### config.mk
export PLATFORM = sky130hd
export DESIGN_NAME = conversor_bin_bcd_flat
export DESIGN_NICKNAME = d
export VERILOG_FILES = /design/src/rtl/conversor_bin_bcd_pkg.sv /design/src/rtl/conversor_bin_bcd_if.sv /design/src/rtl/conversor_bin_bcd_ajuste_bcd.sv /design/src/rtl/conversor_bin_bcd.sv /design/src/flat_wrapper.sv
export SDC_FILE = /design/constraint.sdc
export NUM_CORES = 1
export LEC_CHECK = 0
export CAP_MARGIN = 20
export CORE_MARGIN = 5
export CORE_UTILIZATION = 35
export DETAILED_ROUTE_END_ITERATION = 8
export PLACE_DENSITY_LB_ADDON = 0.05
export SYNTH_ARGS = -nofsm -noshare
export SYNTH_HDL_FRONTEND = slang
export SYNTH_SLANG_ARGS = --single-unit
### constraint.sdc
create_clock -name clk -period 2.2 [get_ports clk]
set_clock_uncertainty 0.15 [all_clocks]
set_input_delay 0.33 -clock clk [delete_from_list [all_inputs] [get_ports clk]]
set_output_delay 0.33 -clock clk [all_outputs]
set_load 0.02 [all_outputs]
### src/rtl/conversor_bin_bcd_pkg.sv
// Shared definitions for the binary-to-BCD converter: FSM state encodings,
// nibble-adjust constants and a helper that sizes the iteration counter.
package conversor_bin_bcd_pkg;

  // 2'd3 is not a legal state; the FSM sends it back to OCIOSO.
  typedef enum logic [1:0] {
    OCIOSO  = 2'd0,
    DESLOCA = 2'd1,
    FIM     = 2'd2
  } estado_t;

  // A BCD nibble at or above the threshold gets the offset added before the shift.
  localparam logic [3:0] BCD_AJUSTE_LIMIAR = 4'd5;
  localparam logic [3:0] BCD_AJUSTE_SOMA   = 4'd3;

  // Bits needed for a counter that must hold the value 'largura'.
  function automatic int largura_contador(input int largura);
    return $clog2(largura + 1);
  endfunction

endpackage

### src/rtl/conversor_bin_bcd_if.sv
// Request/result bundle between a value producer and the BCD converter.
// Optional macro CONV_BCD_APAGA_EN adds the leading-zero blanking vector 'apaga'.
interface conversor_bin_bcd_if #(
  parameter int LARGURA = 8,
  parameter int DIGITOS = 3
);

  logic                   inicio;
  logic [LARGURA-1:0]     entrada;
  logic                   ocupado;
  logic                   pronto;
  logic [4*DIGITOS-1:0]   saida;
`ifdef CONV_BCD_APAGA_EN
  logic [DIGITOS-1:0]     apaga;
`endif

`ifdef CONV_BCD_APAGA_EN
  modport master (output inicio, entrada, input ocupado, pronto, saida, apaga);
  modport slave  (input inicio, entrada, output ocupado, pronto, saida, apaga);
`else
  modport master (output inicio, entrada, input ocupado, pronto, saida);
  modport slave  (input inicio, entrada, output ocupado, pronto, saida);
`endif

endinterface

### src/rtl/conversor_bin_bcd_ajuste_bcd.sv
// Combinational double-dabble cell: a BCD nibble of 5 or more gets +3 so the
// following left shift carries correctly into the next decimal digit.
module ajuste_bcd
  import conversor_bin_bcd_pkg::*;
(
  input  logic [3:0] digito,
  output logic [3:0] ajustado
);

  // Add-3 when the nibble would reach 10 or more after doubling; 4-bit wrap is harmless.
  assign ajustado = (digito >= BCD_AJUSTE_LIMIAR) ? digito + BCD_AJUSTE_SOMA : digito;

endmodule

### src/rtl/conversor_bin_bcd.sv
// Sequential binary-to-BCD converter (shift-and-add-3), one input bit per clock.
// inicio accepted in OCIOSO -> LARGURA cycles in DESLOCA -> one FIM cycle with pronto.
// saida is loaded on the edge that enters FIM, so it is valid while pronto is high
// and holds the previous result for the whole conversion.
// Optional macro CONV_BCD_APAGA_EN adds the 'apaga' leading-zero blanking output.
module conversor_bin_bcd
  import conversor_bin_bcd_pkg::*;
#(
  parameter int LARGURA = 8,
  parameter int DIGITOS = 3
) (
  input  logic                 clk,
  input  logic                 rst,
  conversor_bin_bcd_if.slave   bus
);

  localparam int CW = largura_contador(LARGURA);

  estado_t               estado;
  estado_t               prox_estado;
  logic [LARGURA-1:0]    bin_q;
  logic [4*DIGITOS-1:0]  bcd_q;
  logic [4*DIGITOS-1:0]  bcd_adj;
  logic [4*DIGITOS-1:0]  bcd_shift;
  logic [CW-1:0]         cnt_q;
  logic                  aceita;
  logic                  ultimo;

  // One adjust cell per BCD digit of the accumulator.
  for (genvar g = 0; g < DIGITOS; g++) begin : g_ajuste
    ajuste_bcd u_ajuste (
      .digito   (bcd_q[4*g +: 4]),
      .ajustado (bcd_adj[4*g +: 4])
    );
  end

  // Adjusted accumulator shifted left, taking in the binary MSB; overflow bits are dropped.
  assign bcd_shift = (bcd_adj << 1) | {{(4*DIGITOS-1){1'b0}}, bin_q[LARGURA-1]};
  assign aceita    = (estado == OCIOSO) && bus.inicio;
  assign ultimo    = (estado == DESLOCA) && (cnt_q == CW'(1));

  // State register.
  always_ff @(posedge clk or posedge rst) begin
    // NOTE: sequential state uses non-blocking assignments so every flop samples pre-edge values.
    if (rst) estado <= OCIOSO;
    else     estado <= prox_estado;
  end

  // Next-state logic.
  always_comb begin
    // NOTE: default assignment first, so no path leaves prox_estado unassigned (no latch).
    prox_estado = OCIOSO;
    case (estado)
      OCIOSO:  prox_estado = bus.inicio ? DESLOCA : OCIOSO;
      DESLOCA: prox_estado = (cnt_q == CW'(1)) ? FIM : DESLOCA;
      FIM:     prox_estado = OCIOSO;
      default: prox_estado = OCIOSO;
    endcase
  end

  // Status outputs decoded from the state.
  always_comb begin
    bus.ocupado = (estado == DESLOCA) || (estado == FIM);
    bus.pronto  = (estado == FIM);
  end

  // Shift datapath: load on an accepted request, shift one bit per DESLOCA cycle.
  always_ff @(posedge clk or posedge rst) begin
    if (rst) begin
      bin_q <= '0;
      bcd_q <= '0;
      cnt_q <= '0;
    end else if (aceita) begin
      bin_q <= bus.entrada;
      bcd_q <= '0;
      cnt_q <= CW'(LARGURA);
    end else if (estado == DESLOCA) begin
      bin_q <= bin_q << 1;
      bcd_q <= bcd_shift;
      cnt_q <= cnt_q - CW'(1);
    end
  end

  // Result register: updated only when the last shift completes, so displays never see partial values.
  always_ff @(posedge clk or posedge rst) begin
    if (rst)         bus.saida <= '0;
    else if (ultimo) bus.saida <= bcd_shift;
  end

`ifdef CONV_BCD_APAGA_EN
  logic [DIGITOS-1:0] apaga_prox;
  logic               zeros_acima;

  // Digit k (k >= 1) is blanked when it and every higher digit are zero; digit 0 always shows.
  always_comb begin
    apaga_prox  = '0;
    zeros_acima = 1'b1;
    for (int k = DIGITOS - 1; k >= 1; k--) begin
      zeros_acima   = zeros_acima && (bcd_shift[4*k +: 4] == 4'd0);
      apaga_prox[k] = zeros_acima;
    end
  end

  // Blanking mask is registered together with saida.
  always_ff @(posedge clk or posedge rst) begin
    if (rst)         bus.apaga <= '0;
    else if (ultimo) bus.apaga <= apaga_prox;
  end
`endif

endmodule

### src/flat_wrapper.sv
// flat-port wrapper written by rule: the top's interface ports become plain ports
module conversor_bin_bcd_flat import conversor_bin_bcd_pkg::*;
#(
  parameter int LARGURA = 8,
  parameter int DIGITOS = 3
)
  (clk, rst, bus_inicio, bus_entrada, bus_ocupado, bus_pronto, bus_saida);
  conversor_bin_bcd_if #(.LARGURA(LARGURA), .DIGITOS(DIGITOS)) bus_i ();
  input  logic clk;
  input  logic rst;
  input wire logic [$bits(bus_i.inicio)-1:0] bus_inicio;
  input wire logic [$bits(bus_i.entrada)-1:0] bus_entrada;
  output wire logic [$bits(bus_i.ocupado)-1:0] bus_ocupado;
  output wire logic [$bits(bus_i.pronto)-1:0] bus_pronto;
  output wire logic [$bits(bus_i.saida)-1:0] bus_saida;
  assign bus_i.inicio = bus_inicio;
  assign bus_i.entrada = bus_entrada;
  assign bus_ocupado = bus_i.ocupado;
  assign bus_pronto = bus_i.pronto;
  assign bus_saida = bus_i.saida;
  conversor_bin_bcd #(.LARGURA(LARGURA), .DIGITOS(DIGITOS)) u_core (.clk(clk), .rst(rst), .bus(bus_i));
endmodule
==> results of run 1 <==
[layout make-up]
type	instances	area, µm²	area share (%)
clock inverters	1	30.0	1.25
inverters	12	45.0	1.87
multi-input cells	142	921	38.2
well taps	72	90.1	3.74
flip-flops and latches	38	951	39.5
clock buffers	7	76.3	3.17
repair buffers	28	295	12.3
[state kept, by name, summed over array words and instances, names as in the netlist]
name,cells
u_core.bus.saida,12
u_core.bcd_q,12
u_core.estado,2
u_core.cnt_q,4
u_core.bin_q,8
[routing by layer]
| layer | vias to the layer above | global-route usage, % |
|---|---|---|
| met1 | 677 | 13.1 |
| met3 | 8 | 2.82 |
| met4 | 0 | 5.61 |
| met2 | 28 | 20.6 |
| met5 | - | 0 |
| li1 | 730 | - |
[kinds of logic after synthesis]
| kind of cell | count (synthesis) | share of synthesized area [%] |
|---|---|---|
| DFF | 38 | 48.3 |
| and+or+nand+nor | 67 | 17.5 |
| muxes | 9 | 4.83 |
| buffers and inverters | 21 | 4.89 |
| adders and majority gates | 11 | 6.99 |
| xor gates and xnor gates | 6 | 2.67 |
| AOI/OAI and AO/OA | 49 | 14.7 |
[cell usage after synthesis, types with 3 or more instances]
master / number
a21oi_1: 12
buf_4: 3
ha_1: 11
xnor2_1: 5
mux2i_1: 8
nor3b_1: 3
inv_1: 12
dfrtp_1: 38
o21ai_1: 12
o21ai_0: 15
nand2_1: 35
buf_2: 5
nor2_1: 6
nand3_1: 6
[critical path: cells and delay by family (launching register included)]
kind	cells	cell delay (ns)
adders and majority gates	1	0.27
buffers and inverters	2	0.66
DFF	1	0.37
[worst max-delay path by stage]
stage                                           start                            to
after floorplan           u_core.bcd_q[8]$_DFFE_PP0P_  u_core.bcd_q[10]$_DFFE_PP0P_
after global placement    u_core.bcd_q[8]$_DFFE_PP0P_  u_core.bcd_q[10]$_DFFE_PP0P_
after detailed placement  u_core.bcd_q[8]$_DFFE_PP0P_  u_core.bcd_q[10]$_DFFE_PP0P_
after CTS                  u_core.estado[1]$_DFF_PP0_                   bus_ocupado
after global routing       u_core.estado[1]$_DFF_PP0_                   bus_ocupado
final                      u_core.estado[1]$_DFF_PP0_                   bus_ocupado
[per-stage QoR]
step / util, % / instances
2_1_floorplan: - / 201
3_3_place_gp: 42.1 / 292
5_1_grt: 44.0 / 300
4_1_cts: 44.0 / 300
3_5_place_dp: 42.1 / 292
6_report: 44.0 / 300
[power breakdown]
part           switching (mW)  internal (mW)  total [mW]  leakage, nW
Sequential              0.277           1.01        1.29        0.482
Clock                   0.248          0.340       0.587       0.0524
Combinational           0.955          0.844        1.80        0.543
==> flow_summary.toml, run 1 <==
[clock_network]
holdBufCountCts = 0
clock_latency_ns = 0.29
post_cts_buffers = 0
clockBufferDepth = 2
clkSlewWorstSetupHoldPaths_ns = 0.08
cts_sinks = 38
numCtsBuffers = 5
clockRootBuffer = "clkbuf_8"
cts_tree = "built"
cts_resized = 0
h-tree-depth = 2

[run_status]
outcome = "finished, final reports clean"

[synth]
synth_top_area_cell = "dfrtp_1"
syn_nets = 223
ys_ff_latch = 38
syn_area_per_cell_um2 = 9.79
ys_seq_area_share_pct = 48.3
synth.distinct_cells = 36
synth_top_area_share_pct = 48.3
synth-main-ff-cell = "dfrtp_1"
async_flop_share_pct = 100
yosys_warnings = 0
synth_edf_count = 0
synth_area_mm2 = 0.00197
syn_inst = 201
synth.top_cells.by_area = "dfrtp_1 (48%), ha_1 (7.0%), nand2_1 (6.7%)"

[grt]
grt-ovfl-total = 0
grt_pass1_vias = 1467
antenna_found_initial = 0
grt_max_degree = 40
grt_pass1_wl_um = 6720
gr-usage-all-layers_pct = 11.7

[routing]
dr.first_iter.drc_count = 54
m1WireLength_um = 1740
dr.max_layer_used = "met4"
routed_wl_um = 3940
met3WireLength_um = 154
wl_per_cell_um = 13.1
drc = 0
met2WireLength_um = 1960
ant_nets = 0
vias_per_cell = 4.81
drt_pass1_iterations = 4
vias = 1443

[floorplan]
num_rows = 27
die_x_um = 85.0
io-pin-count = 25
die_h_um = 85.0
start_util_pct = 36.0
core_mm2 = 0.00547
dieArea_mm2 = 0.00722

[flow_run]
maxCapViolCount = 0

[placed_design]
gp_congestion = 0.716
place_ws_ns = 0.372
dpl_cell_area_mm2 = 0.00230
io_buffers = 24
dp_hpwl_um = 2730

[timing]
finalSetupViolations = 0
rsz0062_at_grt = "no"
setup_ws_ns = 0.130
maxSlewViolCount = 0
fin_hold_ws_ns = 0.306
fin_tns_setup_ns = 0
min_period_ns = 2.07
relSlewSlack_pct = 67.4
finalCritPeriodShare_pct = 94.1
clock.fmax_mhz = 483
worst_pin_slew_ns = 0.489
hold_viol_final = 0

[critical_path]
cp-start-kind = "flip-flop"
crit_required_ns = 1.72
cp_max_fo = 2
r2r_start = "u_core.bcd_q[8]$_DFFE_PP0P_"
worst_path_largest_cell_delay_ns = 0.59
path_cells = "inv_1 > ha_1 > clkdlybuf4s50_1"
ff2ff_setup_slack_ns = 0.37
end_kind = "primary output"
crit_arrival_ns = 1.59
critPathKind = "flip-flop to primary output"
r2r-end = "u_core.bcd_q[10]$_DFFE_PP0P_"
worstRegToRegCells = 6
cp_slowest_cell = "clkdlybuf4s50_1"

[power]
p_leak_nw = 1.08
max-vdd-ir-drop_v = 0.000577
power_density_mw_per_mm2 = 1530
finalPower_mw = 3.67

[cells_and_area]
final_common_cell = "dfrtp_1"
layout_common_cells = "dfrtp_1 (38), nand2_1 (35), clkdlybuf4s50_1 (24)"
drive_above_1_share_pct = 8.77
nets = 249
synthToLayoutAreaGrowth_pct = 22.4
fillCellCount = 538
final_area_mm2 = 0.00241
diodes = 0

[worst_hold_path]
hp-class = "input pin to asynchronous set/reset pin"
Note: power is estimated with default switching activity, not from simulation.
==> run 2: changes to the inputs <==
--- a/config.mk
+++ b/config.mk
@@ -7,7 +7,7 @@
 export LEC_CHECK = 0
 export CAP_MARGIN = 20
 export CORE_MARGIN = 5
-export CORE_UTILIZATION = 35
+export CORE_UTILIZATION = 43
 export DETAILED_ROUTE_END_ITERATION = 8
 export PLACE_DENSITY_LB_ADDON = 0.05
 export SYNTH_ARGS = -nofsm -noshare
==> flow_summary.toml, run 2 (same netlist as run 1, synthesis figures left out) <==
[clock_network]
clockBufferDepth = 2
numCtsBuffers = 5
holdBufCountCts = 0
cts_resized = 0
cts_sinks = 38
clock_latency_ns = 0.29
clkSlewWorstSetupHoldPaths_ns = 0.06
cts_tree = "built"
h-tree-depth = 2
clockRootBuffer = "clkbuf_8"
post_cts_buffers = 0

[critical_path]
cp_max_fo = 2
crit_arrival_ns = 1.57
r2r-end = "u_core.bcd_q[10]$_DFFE_PP0P_"
cp-start-kind = "flip-flop"
end_kind = "primary output"
worstRegToRegCells = 6
crit_required_ns = 1.72
critPathKind = "flip-flop to primary output"
r2r_start = "u_core.bcd_q[8]$_DFFE_PP0P_"
ff2ff_setup_slack_ns = 0.38
startpoint = "u_core.estado[1]$_DFF_PP0_"

[timing]
maxSlewViolCount = 0
hold_viol_final = 0
worst_pin_slew_ns = 0.475
min_period_ns = 2.05
finalCritPeriodShare_pct = 93.1
relSlewSlack_pct = 68.4
finalSetupViolations = 0
fin_tns_setup_ns = 0
rsz0062_at_grt = "no"
fin_hold_ws_ns = 0.303
clock.fmax_mhz = 488
setup_ws_ns = 0.152

[cells_and_area]
reg_top3 = "u_core.bcd_q (12), u_core.bus.saida (12), u_core.bin_q (8)"
final_common_cell = "dfrtp_1"
drive_above_1_share_pct = 8.85
layout_common_cells = "dfrtp_1 (38), nand2_1 (35), clkdlybuf4s50_1 (24)"
final_area_mm2 = 0.00233
fin_cells = 278
nets = 249
diodes = 0
synthToLayoutAreaGrowth_pct = 18.6
post-route-util_pct = 53.3

[grt]
antenna_found_initial = 0
grt_pass1_wl_um = 6450
grt_pass1_vias = 1446
grt-ovfl-total = 0
gr-usage-all-layers_pct = 13.3
grt_max_degree = 40

[floorplan]
core_mm2 = 0.00438
num_rows = 24
dieArea_mm2 = 0.00603
die_h_um = 77.7
die_x_um = 77.7
io-pin-count = 25
start_util_pct = 44.9

[routing]
vias = 1447
wl_per_cell_um = 13.3
drc = 0
dr.first_iter.drc_count = 84
vias_per_cell = 5.21
ant_nets = 0
routed_wl_um = 3700
drt_pass1_iterations = 4

[power]
internal-power_mw = 2.06
p_leak_nw = 1.06
swShare_pct = 41.5
p_clk_share_pct = 13.2
max-vdd-ir-drop_v = 0.000513
p_sw_mw = 1.46
power_density_mw_per_mm2 = 1510
seqPwrFrac_pct = 36.6
finalPower_mw = 3.52
p_comb_share_pct = 50.2

[placed_design]
gp_congestion = 0.721
dp_hpwl_um = 2680
place_ws_ns = 0.370
dp.cells = 272
io_buffers = 24
dpl_cell_area_mm2 = 0.00225

[flow_run]
maxCapViolCount = 0

[worst_hold_path]
hp-class = "input pin to asynchronous set/reset pin"

[run_status]
outcome = "finished, final reports clean"
-- run 2: critical path: stages, from the launching register on --
cell	delay (ns)
dfrtp_1	0.35
inv_1	0.06
ha_1	0.27
clkdlybuf4s50_1	0.60
-- run 2: metal layers --
layer  vias to the layer above  GRT usage, %  share of wire (%)
met5                         -             0                  0
met4                         0          5.67                2.1
met3                         8          4.86                5.5
met2                        36          22.6                 47
met1                       678          15.0                 45
li1                        725             -                  -
-- run 2: worst max-delay path by stage --
stage,endpoint,slack [ns],cells past startpoint
floorplan,u_core.bcd_q[10]$_DFFE_PP0P_,0.55,6
global route,bus_ocupado,0.09,3
CTS,bus_ocupado,0.12,3
global placement,u_core.bcd_q[10]$_DFFE_PP0P_,0.43,6
finish,bus_ocupado,0.15,3
detailed placement,u_core.bin_q[1]$_DFFE_PP0P_,0.37,4
-- run 2: cell type report --
type	instances	area [µm²]
fill	410	2050
sequential	38	951
multi-input combinational	142	921
timing repair buffer	28	270
clock buffer	6	82.6
tap	52	65.1
inverter	12	45.0
-- run 2: power by group through the flow --
stage                     logic, mW  registers [mW]  clock network (mW)
final                          1.77            1.29               0.463
after global routing           1.97            1.33               0.519
after CTS                      1.79            1.29               0.488
after detailed placement       1.79            1.30                   0
after global placement         1.73            1.28                   0
after floorplan                1.23            1.36                   0
==> run 3: changes to the inputs <==
--- a/config.mk
+++ b/config.mk
@@ -9,7 +9,7 @@
 export CORE_MARGIN = 5
 export CORE_UTILIZATION = 43
 export DETAILED_ROUTE_END_ITERATION = 8
-export PLACE_DENSITY_LB_ADDON = 0.05
+export PLACE_DENSITY_LB_ADDON = 0.08
 export SYNTH_ARGS = -nofsm -noshare
 export SYNTH_HDL_FRONTEND = slang
 export SYNTH_SLANG_ARGS = --single-unit
==> flow_summary.toml, run 3 (same netlist as run 1, synthesis figures left out) <==
[floorplan]
die_h_um = 77.7
io-pin-count = 25
die_x_um = 77.7
core_mm2 = 0.00438
dieArea_mm2 = 0.00603
start_util_pct = 44.9
num_rows = 24

[timing]
finalSetupViolations = 0
hold_viol_final = 0
finalCritPeriodShare_pct = 92.4
fin_hold_ws_ns = 0.309
min_period_ns = 2.03
fin_tns_setup_ns = 0
setup_ws_ns = 0.167
clock.fmax_mhz = 492
maxSlewViolCount = 0
relSlewSlack_pct = 67.9
rsz0062_at_grt = "no"
worst_pin_slew_ns = 0.482

[placed_design]
dpl_cell_area_mm2 = 0.00226
dp_hpwl_um = 2740
gp_congestion = 0.770
place_ws_ns = 0.325
io_buffers = 24

[clock_network]
clock_latency_ns = 0.28
clockRootBuffer = "clkbuf_8"
cts_sinks = 38
holdBufCountCts = 0
cts_tree = "built"
numCtsBuffers = 5
cts_resized = 0
h-tree-depth = 2
clkSlewWorstSetupHoldPaths_ns = 0.07
post_cts_buffers = 0
clockBufferDepth = 2

[grt]
gr-usage-all-layers_pct = 14.2
grt-ovfl-total = 0
grt_max_degree = 40
grt_pass1_wl_um = 6980
grt_busiest_layer = "met2"
use_met2_pct = 24.7
grtUsageMet1_pct = 16.2
met3_usage_pct = 3.24
grt_pass1_vias = 1563
antenna_found_initial = 0

[critical_path]
cp_slowest_cell = "clkdlybuf4s50_1"
cp_max_fo = 2
worstRegToRegCells = 6
worst_path_largest_cell_delay_ns = 0.59
crit_required_ns = 1.72
crit_arrival_ns = 1.55
path_cells = "inv_1 > ha_1 > clkdlybuf4s50_1"
critPathKind = "flip-flop to primary output"
r2r_start = "u_core.bcd_q[8]$_DFFE_PP0P_"
startpoint = "u_core.estado[0]$_DFF_PP0_"
r2r-end = "u_core.bcd_q[10]$_DFFE_PP0P_"
cp-start-kind = "flip-flop"
end_kind = "primary output"
ff2ff_setup_slack_ns = 0.35
endpoint = "bus_ocupado"

[flow_run]
maxCapViolCount = 0

[cells_and_area]
final_common_cell = "dfrtp_1"
diodes = 0
reg_top3 = "u_core.bcd_q (12), u_core.bus.saida (12), u_core.bin_q (8)"
layout_common_cells = "dfrtp_1 (38), nand2_1 (35), clkdlybuf4s50_1 (24)"
nets = 250
synthToLayoutAreaGrowth_pct = 18.7
final_area_mm2 = 0.00234
drive_above_1_share_pct = 8.77

[run_status]
outcome = "finished, final reports clean"

[power]
finalPower_mw = 3.50
power_density_mw_per_mm2 = 1500
p_leak_nw = 1.06
max-vdd-ir-drop_v = 0.000506

[routing]
drt_pass1_iterations = 6
routed_wl_um = 3860
wl_per_cell_um = 13.8
dr.first_iter.drc_count = 70
vias_per_cell = 5.23
drc = 0
vias = 1463
ant_nets = 0

[worst_hold_path]
hp-class = "input pin to asynchronous set/reset pin"
-- run 3: cell count changes in the layout (fill, tap and decap cells not counted), sizes merged --
cell | previous run | this run
buf | 4 | 5
clkbuf | 6 | 7
-- run 3: worst min-delay path by stage --
| stage | from | endpoint |
|---|---|---|
| after floorplan | bus_entrada[0] | u_core.bin_q[0]$_DFFE_PP0P_ |
| after global placement | u_core.bus.saida[8]$_DFFE_PP0P_ | u_core.bus.saida[8]$_DFFE_PP0P_ |
| after detailed placement | u_core.bus.saida[10]$_DFFE_PP0P_ | u_core.bus.saida[10]$_DFFE_PP0P_ |
| after CTS | rst | u_core.cnt_q[3]$_DFFE_PP0P_ |
| after global routing | u_core.bus.saida[4]$_DFFE_PP0P_ | u_core.bus.saida[4]$_DFFE_PP0P_ |
| final | rst | u_core.cnt_q[3]$_DFFE_PP0P_ |
-- run 3: layer usage --
| layer | vias up | wire length, µm |
|---|---|---|
| met5 | - | 0 |
| met4 | 0 | 88 |
| met3 | 9 | 167 |
| met2 | 30 | 1950 |
| met1 | 693 | 1650 |
| li1 | 731 | - |
-- run 3: where the power goes --
part / switching, mW / internal, mW
logic: 0.965 / 0.811
clock network: 0.225 / 0.218
registers: 0.272 / 1.01
total: 1.46 / 2.04
-- run 3: stage by stage --
step | utilization [%] | instances
after floorplan | - | 201
after global placement | 51.5 | 273
after detailed placement | 51.5 | 273
after CTS | 53.3 | 280
after global routing | 53.3 | 280
final | 53.3 | 280
-- run 3: layout make-up --
class | instances | area [µm²]
clock buffer | 7 | 76.3
fill | 410 | 2050
inverter | 12 | 45.0
multi-input combinational | 142 | 921
sequential | 38 | 951
tap | 52 | 65.1
timing repair buffer | 29 | 278
-- run 3: worst max-delay path: cells and delay by family, from the launching register on --
| kind | cells | cell delay [ns] |
|---|---|---|
| flops | 1 | 0.35 |
| buf+inv | 2 | 0.65 |
| fa+ha+maj | 1 | 0.27 |
